--- src/rtl/uart_pkg.sv ---
// Shared UART types, control bundle and baud divider helper.
// Used by both the transmit and receive halves.
package uart_pkg;

  typedef enum logic [1:0] {
    IDLE,
    START,
    DATA,
    STOP
  } tx_state_t;

  typedef enum logic [1:0] {
    TX_MARK,
    TX_SPACE,
    TX_BIT
  } tx_mux_t;

  typedef struct packed {
    logic    load;
    logic    shift;
    logic    clr_clk;
    logic    clr_bit;
    tx_mux_t set_tx_mux;
  } tx_ctrl_t;

  function automatic int clks_per_bit(
    input int clk_freq,
    input int baud_rate
  );
    return clk_freq / baud_rate;
  endfunction

endpackage

--- src/rtl/tx_datapath.sv ---
// UART transmit datapath: shift register, bit timers, line register.
// Driven purely by the control bundle decoded in uart_tx.
module tx_datapath
  import uart_pkg::*;
#(
  parameter int CLKS_PER_BIT = 4,
  parameter int DATA_WIDTH   = 8
) (
  input  logic                  clock,
  input  logic                  reset,
  input  logic [DATA_WIDTH-1:0] tx_data,
  input  tx_ctrl_t              ctrl,
  output logic                  tx,
  output logic                  bit_done,
  output logic                  last_bit
);

  localparam int CW = $clog2(CLKS_PER_BIT);
  localparam int BW = (DATA_WIDTH > 1) ? $clog2(DATA_WIDTH) : 1;

  localparam logic [CW-1:0] CLK_LAST = CW'(CLKS_PER_BIT - 1);
  localparam logic [BW-1:0] BIT_LAST = BW'(DATA_WIDTH - 1);

  logic [DATA_WIDTH-1:0] shift_reg;
  logic [CW-1:0]         clk_count;
  logic [BW-1:0]         bit_count;
  logic                  tx_nx;

  assign bit_done = (clk_count == CLK_LAST);
  assign last_bit = (bit_count == BIT_LAST);

  always_ff @(posedge clock or posedge reset) begin
    if (reset) begin
      clk_count <= '0;
    end else if (ctrl.clr_clk || bit_done) begin
      clk_count <= '0;
    end else begin
      clk_count <= clk_count + 1'b1;
    end
  end

  always_ff @(posedge clock or posedge reset) begin
    if (reset) begin
      bit_count <= '0;
    end else if (ctrl.clr_bit) begin
      bit_count <= '0;
    end else if (ctrl.shift) begin
      bit_count <= bit_count + 1'b1;
    end
  end

  always_ff @(posedge clock or posedge reset) begin
    if (reset) begin
      shift_reg <= '0;
    end else if (ctrl.load) begin
      shift_reg <= tx_data;
    end else if (ctrl.shift) begin
      shift_reg <= shift_reg >> 1;
    end
  end

  always_comb begin
    tx_nx = 1'b1;
    unique case (ctrl.set_tx_mux)
      TX_SPACE: tx_nx = 1'b0;
      TX_BIT:   tx_nx = shift_reg[0];
      default:  tx_nx = 1'b1;
    endcase
  end

  // Line is registered so it never glitches; this adds the one-clock lead-in.
  always_ff @(posedge clock or posedge reset) begin
    if (reset) begin
      tx <= 1'b1;
    end else begin
      tx <= tx_nx;
    end
  end

endmodule

--- src/rtl/uart_tx.sv ---
// UART transmitter: valid/ready word in, start/data/stop frame out.
// FSM and control decode here; timing and shifting in tx_datapath.
module uart_tx
  import uart_pkg::*;
#(
  parameter int CLK_FREQ   = 100_000_000,
  parameter int BAUD_RATE  = 115200,
  parameter int DATA_WIDTH = 8
) (
  input  logic                  clock,
  input  logic                  reset,
  input  logic [DATA_WIDTH-1:0] tx_data,
  input  logic                  tx_valid,
  output logic                  tx_ready,
  output logic                  tx,
  output logic                  tx_done
);

  localparam int CLKS_PER_BIT = clks_per_bit(CLK_FREQ, BAUD_RATE);

  generate
    if (CLKS_PER_BIT < 2 || DATA_WIDTH < 1) begin : g_bad_cfg
      $error("uart_tx: CLKS_PER_BIT must be >= 2 and DATA_WIDTH >= 1");
    end
  endgenerate

  tx_state_t state;
  tx_state_t state_nx;
  tx_ctrl_t  ctrl;
  logic      bit_done;
  logic      last_bit;

  assign tx_ready = (state == IDLE);

  always_ff @(posedge clock or posedge reset) begin
    if (reset) begin
      state <= IDLE;
    end else begin
      state <= state_nx;
    end
  end

  always_comb begin
    state_nx        = state;
    ctrl            = '0;
    ctrl.set_tx_mux = TX_MARK;
    tx_done         = 1'b0;
    unique case (state)
      IDLE: begin
        ctrl.clr_clk = 1'b1;
        if (tx_valid) begin
          ctrl.load    = 1'b1;
          ctrl.clr_bit = 1'b1;
          state_nx     = START;
        end
      end
      START: begin
        ctrl.set_tx_mux = TX_SPACE;
        if (bit_done) begin
          ctrl.clr_bit = 1'b1;
          state_nx     = DATA;
        end
      end
      DATA: begin
        ctrl.set_tx_mux = TX_BIT;
        if (bit_done) begin
          ctrl.shift = 1'b1;
          if (last_bit) begin
            state_nx = STOP;
          end
        end
      end
      STOP: begin
        ctrl.set_tx_mux = TX_MARK;
        if (bit_done) begin
          tx_done  = 1'b1;
          state_nx = IDLE;
        end
      end
      default: state_nx = IDLE;
    endcase
  end

  tx_datapath #(
    .CLKS_PER_BIT(CLKS_PER_BIT),
    .DATA_WIDTH  (DATA_WIDTH)
  ) u_dp (
    .clock   (clock),
    .reset   (reset),
    .tx_data (tx_data),
    .ctrl    (ctrl),
    .tx      (tx),
    .bit_done(bit_done),
    .last_bit(last_bit)
  );

endmodule

--- config.mk ---
export PLATFORM = sky130hd
export DESIGN_NAME = uart_tx
export DESIGN_NICKNAME = d
export VERILOG_FILES = /design/src/rtl/uart_pkg.sv /design/src/rtl/tx_datapath.sv /design/src/rtl/uart_tx.sv
export SDC_FILE = /design/constraint.sdc
export NUM_CORES = 1
export LEC_CHECK = 0
export BUFFER_PORTS_ARGS = -buffer_cell sky130_fd_sc_hd__buf_2
export CAP_MARGIN = 20
export CORE_AREA = 10 10 48 77
export DETAILED_ROUTE_END_ITERATION = 12
export DIE_AREA = 0 0 58 87
export GPL_TIMING_DRIVEN = 0
export PLACE_DENSITY = 0.81
export RECOVER_POWER = 25
export SYNTH_ARGS = -nofsm -noshare
export SYNTH_HDL_FRONTEND = slang
export SYNTH_SLANG_ARGS = --single-unit
--- constraint.sdc ---
create_clock -name clock -period 2.6 [get_ports clock]
set_clock_uncertainty 0.15 [all_clocks]
set_input_delay 0.13 -clock clock [delete_from_list [all_inputs] [get_ports clock]]
set_output_delay 0.13 -clock clock [all_outputs]
set_load 0.01 [all_outputs]
Word-level counts from Yosys, hierarchy flattened
Index checks and enable logic that the tools add are counted.
- mux-type cells: 20
- $add $sub $neg: 2
- eq/ne operators: 12
- reduce and logical (&&, ||, !) cells: 5
- operators with widths (kind ; number):
    2-to-1 mux 8 bit ; 2
    adder 10 x 1 -> 10 bit (second input constant) ; 1
    equality test 10 bit (second input constant) ; 1
    2-to-1 mux 10 bit ; 1
    2-to-1 mux 2 bit ; 5
    one-hot mux 2 bit (4 select lines) ; 1
    equality test 2 bit (second input constant) ; 3
    2-to-1 mux 1 bit ; 6
    2-to-1 mux 3 bit ; 2
    != test 2 x 1 -> 1 bit (second input constant) ; 3
    AND reduction 5 bit ; 1
    equality test 2 x 1 -> 1 bit (second input constant) ; 2
    != test 2 bit (second input constant) ; 2
    one-hot mux 1 bit (2 select lines) ; 2
    one-hot mux 2 bit (2 select lines) ; 1
    nonzero test 2 bit ; 2
    adder 3 x 1 -> 3 bit (second input constant) ; 1
    equality test 3 bit (second input constant) ; 1
    zero test 2 bit ; 1
    logical OR 1 bit ; 1
- word-level logic and storage cells: 44
- register bits after elaboration: 24
- output and inout bits: 3
- input bits: 11

Logic depth before layout (Yosys ltp)
- depth in word-level cells: 5
- mapped depth: 6
- depth with buffers taken out: 5

Cells and area by module
A second synthesis with hierarchy kept.
- cells, all modules: 127
- area total of the unflattened synthesis: 1281.2 µm²
- by module, submodules not included (module ; sequential area each (µm²) ; cells an instance ; area each (µm²) ; instances):
    tx_datapath ; 551.8 ; 102 ; 1036.0 ; 1
    uart_tx ; 50.0 ; 25 ; 245.2 ; 1

Worst setup path before layout
No wires, ideal clock.
- kind: flip-flop to flip-flop
- start point: register u_dp.clk_count[0]
- end point: register state[1]
- arrival: 1.522 ns
- setup time: 0.125 ns
- slack: 0.802 ns
- clock period less this slack: 1.798 ns
- path buffers: 0
- cell stages (with the launch flop): 6
- required time: 2.325 ns
- path through: dfrtp_1 -> ha_1 -> and4bb_4 -> and3_4 -> o221a_4 -> mux2_4
- cells in the longest elaborated chain, start to end: 3
- elaborated cells between the ends (all ways): 5
- those cells by class: 4 x eq/ne; 1 x reduce/logical
- RTL lines (what ; RTL line ; text):
    start, declared ; tx_datapath.sv:25 ; logic [CW-1:0] clk_count;
    start signal, assigned ; tx_datapath.sv:38 ; clk_count <= clk_count + 1'b1;
    equality test 10 bit (*) ; tx_datapath.sv:29 ; assign bit_done = (clk_count == CLK_LAST);
    != test 2 x 1 -> 1 bit (no source line) ; - ;
    AND reduction 5 bit (no source line) (*) ; - ;
    end signal, assigned ; uart_tx.sv:39 ; state <= state_nx;
    end, declared ; uart_tx.sv:27 ; tx_state_t state;
Every way passes the cells marked *; elsewhere a longest branch is shown, timed or not.
A chain may end at the register's enable or synchronous reset.

Worst setup path after layout
- start point: register state[0]
- end point: register u_dp.bit_count[0]
- cells in the longest elaborated chain, start to end: 3
- elaborated cells between the ends (all ways): 7
- those cells by class: 2 x eq/ne; 3 x mux; 2 x reduce/logical
- RTL lines (what ; RTL line ; text):
    equality test 2 x 1 -> 1 bit, or another cell as far along ; uart_tx.sv:48 ; unique case (state)
    one-hot mux 1 bit (2 select lines) / 2-to-1 mux 1 bit (equally long branches) ; uart_tx.sv:48 ;
    2-to-1 mux 3 bit / nonzero test 2 bit (equally long branches) ; - ;
    end signal, assigned ; tx_datapath.sv:48 ; bit_count <= bit_count + 1'b1;
    end, declared ; tx_datapath.sv:26 ; logic [BW-1:0] bit_count;
Parallel ways exist; a longest one is shown, timed or not.

==> metrics.txt <==
status=complete, no violations; core footprint=approximately 2500 um2; clock-pin slew of the registers on the worst-case setup and hold paths=0.08 ns; final routed DRC violation total=0; Std-Cell Rows=24; iteration-0 DRC count of the detailed router=23; Endpoint, Worst Hold=u_dp.shift_reg[0]$_DFFE_PP0P_; Setup CP Type=reg -> reg; path class of the lowest-slack min-delay path=in -> reg; clk_lat worst skew=roughly 0.26 ns; endpoint of the most critical register-to-register path=u_dp.bit_count[0]$_DFFE_PP0P_; mean instance size in the synthesized netlist=10.7 um2; setup repair after global routing missed its margin=no; final total power=around 1.4 mW; Final Cycle Share=0.762; Sequential Power Share=0.411; peak-usage layer in the global routing report=met2; launching instance or port of the critical path=state[0]$_DFFE_PP0P_; post-DP HPWL=1900 um; share of layout cells above drive strength 1=0.197; clock tree from TritonCTS=done; diodes inserted=0; clock sink count=24; Hold Violations, Final=0; Power Internal=slightly above 0.9 mW; Sw Ratio=0.338; min cycle time layout=1.98 ns; Cell Pwr Density=roughly 900 nW/um2; Hold Startpoint=tx_data[0]; M3 GR Usage=0.0234; area of the multi-input gates=667 um2; area used by sequential logic in the layout=~600 um2; overall routed net length=2590 um; switching component of the power=between 0.4 and 0.5 mW; cell count of the worst hold path=3; floorplan die area=about 5000 um2; combinational group share of total power=0.360; number of buffers between clock root and the deepest sink=2; post-synthesis register bit count=24; number of top-level pins=14; CTS H-tree lvls=1; GRT overflow=0; Setup-failing EPs final=0; maximum fanout along the worst path=10; flip-flop count of the largest register, all copies and words added=10; gate count after technology mapping=roughly 120; number of detailed-routing iterations run before antenna repair=4; layout overhead on the synthesized area=19.1%; vias in the first global route=1021; detailed-route via count=955; Max-cap violations=0; number of cells on the worst reg-to-reg path=6; overall fraction of global-route tracks in use=0.109; final count of pins violating max slew=0; required time worst endpoint=roughly 2.6 ns; number of CTS-inserted buffers=3; die height=approximately 87 um; Static Leakage=0.772 nW; horizontal die dimension=just under 60 um; initial standard-cell utilization of the core=0.528; cell chosen for the clock root=sky130_fd_sc_hd__clkbuf_8; crit end category=flip-flop; fraction of power consumed by the clock network=0.229; worst voltage drop across the vdd grid=between 0.4 and 0.5 mV; met2 routing resource usage after global routing=0.215; weighted congestion at the end of routability-driven global placement=roughly 0.78; arrival time reported for the critical path endpoint=~2 ns; FMAX=505 MHz; final total negative setup slack=0 ns; final core occ=0.629; number of library cell types mapped by synthesis=33; Port-buffer cells=13; global-route wire length before repair=4490 um; antenna violations before repair=0; actual transition at the worst max-transition pin=0.886 ns; largest net degree at the start of global routing=25; number of antenna-violating nets in the routed design=0; Rel. slew slack=0.408; CP startpoint kind=flip-flop; detail-routed via count per cell=between 5 and 6; met1 usage=0.104; NumNets Final=approximately 170; sequential fraction of the synthesis area=0.463; register-to-register setup slack=roughly 0.62 ns; post-synthesis instance area=~1300 um2; number of nets in the synthesized netlist=between 100 and 150; placed inst area=1400 um2; count of synthesis-stage warnings from yosys=0; R2R Path Start=state[0]$_DFFE_PP0P_; wire length per cell after detailed routing=about 15 um; final instance area=roughly 1500 um2; filler cell count=roughly 190
-- cell usage in the layout (no fill, tap or decap), types with 2 or more instances in the layout --
cell                            count
sky130_fd_sc_hd__inv_1              6
sky130_fd_sc_hd__nand2b_1           2
sky130_fd_sc_hd__o211ai_1           2
sky130_fd_sc_hd__a21oi_1            7
sky130_fd_sc_hd__nand2_1            7
sky130_fd_sc_hd__nor2_1            20
sky130_fd_sc_hd__dfrtp_1           23
sky130_fd_sc_hd__nor3_1             3
sky130_fd_sc_hd__nand3_1            5
sky130_fd_sc_hd__buf_2             13
sky130_fd_sc_hd__mux2i_1            8
sky130_fd_sc_hd__dlygate4sd3_1      8
sky130_fd_sc_hd__and2_1             2
sky130_fd_sc_hd__xor2_1             3
sky130_fd_sc_hd__xnor2_1            5
sky130_fd_sc_hd__clkbuf_8           3
sky130_fd_sc_hd__clkbuf_1           2
sky130_fd_sc_hd__ha_1               9
sky130_fd_sc_hd__nand4_1            2
-- per-layer routing --
layer  up-vias  wire length (um)
met5         -                 0
met4         0                21
met3         2                88
met2        18              1500
met1       465               980
li1        470                 -
-- power by group through the flow --
stage / Sequential [mW] / Combinational, mW / Clock [mW]
after floorplan: 0.564 / 0.389 / 0
after global placement: 0.574 / 0.472 / 0
after detailed placement: 0.587 / 0.497 / 0
after CTS: 0.579 / 0.512 / 0.329
after global routing: 0.594 / 0.575 / 0.341
final: 0.577 / 0.506 / 0.322
-- metrics by stage --
step | setup slack (ns) | hold slack, ns | cells
3_3_place_gp | 0.746 | 0.190 | 161
2_1_floorplan | 0.802 | -0.00612 | 122
3_5_place_dp | 0.687 | 0.203 | 161
6_report | 0.618 | 0.0129 | 173
5_1_grt | 0.441 | 0.0718 | 173
4_1_cts | 0.645 | 0.00659 | 173
-- worst max-delay path by stage --
stage	cells past startpoint	to
6_report	6	u_dp.bit_count[0]$_DFFE_PP0P_
5_1_grt	6	u_dp.bit_count[1]$_DFFE_PP0P_
4_1_cts	5	tx_done
3_5_place_dp	6	u_dp.bit_count[0]$_DFFE_PP0P_
3_3_place_gp	5	state[1]$_DFFE_PP0P_
2_1_floorplan	5	state[1]$_DFFE_PP0P_
-- Yosys cell counts (all sizes together) --
master,number,area share
and2,3,0.015
nand2b,2,0.0096
o32a,1,0.0087
clkbuf,1,0.0029
o211ai,2,0.012
nand3,6,0.033
o21ai,1,0.0038
mux2i,8,0.062
nor3b,1,0.014
ha,9,0.087
xnor2,5,0.034
inv,6,0.017
a21oi,7,0.027
nor2,20,0.058
and4bb,1,0.013
nand4,3,0.019
mux2,1,0.012
o221a,1,0.015
dfrtp,23,0.44
or3,1,0.0048
o22ai,1,0.0048
and3,2,0.014
buf,1,0.0038
o31ai,2,0.015
nor3,3,0.012
nand2,7,0.020
xor2,3,0.020
dfstp,1,0.020
-- area by class of cell --
cell class / count / share of cell area
Inverter: 6 / 0.0146
Buffer: 2 / 0.00566
Tap cell: 26 / 0.0210
Clock inverter: 1 / 0.0194
Sequential cell: 24 / 0.389
Multi-Input combinational cell: 90 / 0.431
Clock buffer: 3 / 0.0267
Timing Repair Buffer: 21 / 0.0930
-- worst max-delay path, cell delays in order (launching register included) --
cell                       delay [ns]
sky130_fd_sc_hd__dfrtp_1         0.40
sky130_fd_sc_hd__inv_1           0.11
sky130_fd_sc_hd__ha_1            0.27
sky130_fd_sc_hd__nand2_1         0.30
sky130_fd_sc_hd__clkbuf_1        0.40
sky130_fd_sc_hd__o211ai_1        0.18
sky130_fd_sc_hd__o31ai_2         0.09
-- cell families (layout without fill, tap and decap cells) --
kind of cell,after synthesis,after routing,share of synthesized area
AND/OR/NAND/NOR,49,49,0.213
flip-flops,24,24,0.463
AO/OA/AOI/OAI,15,15,0.0866
adder cells (fa/ha/maj),9,9,0.0866
multiplexers,9,9,0.0731
XOR/XNOR,8,8,0.0539
buffers and inverters,8,33,0.0241
-- timing repair --
action / in CTS / in global routing
setup buffers: 0 / 0
hold buffers: 8 / 0
hold endpoints to repair: 30 / 0
gates resized for setup: 0 / 0
Note: power is estimated with default switching activity, not from simulation.
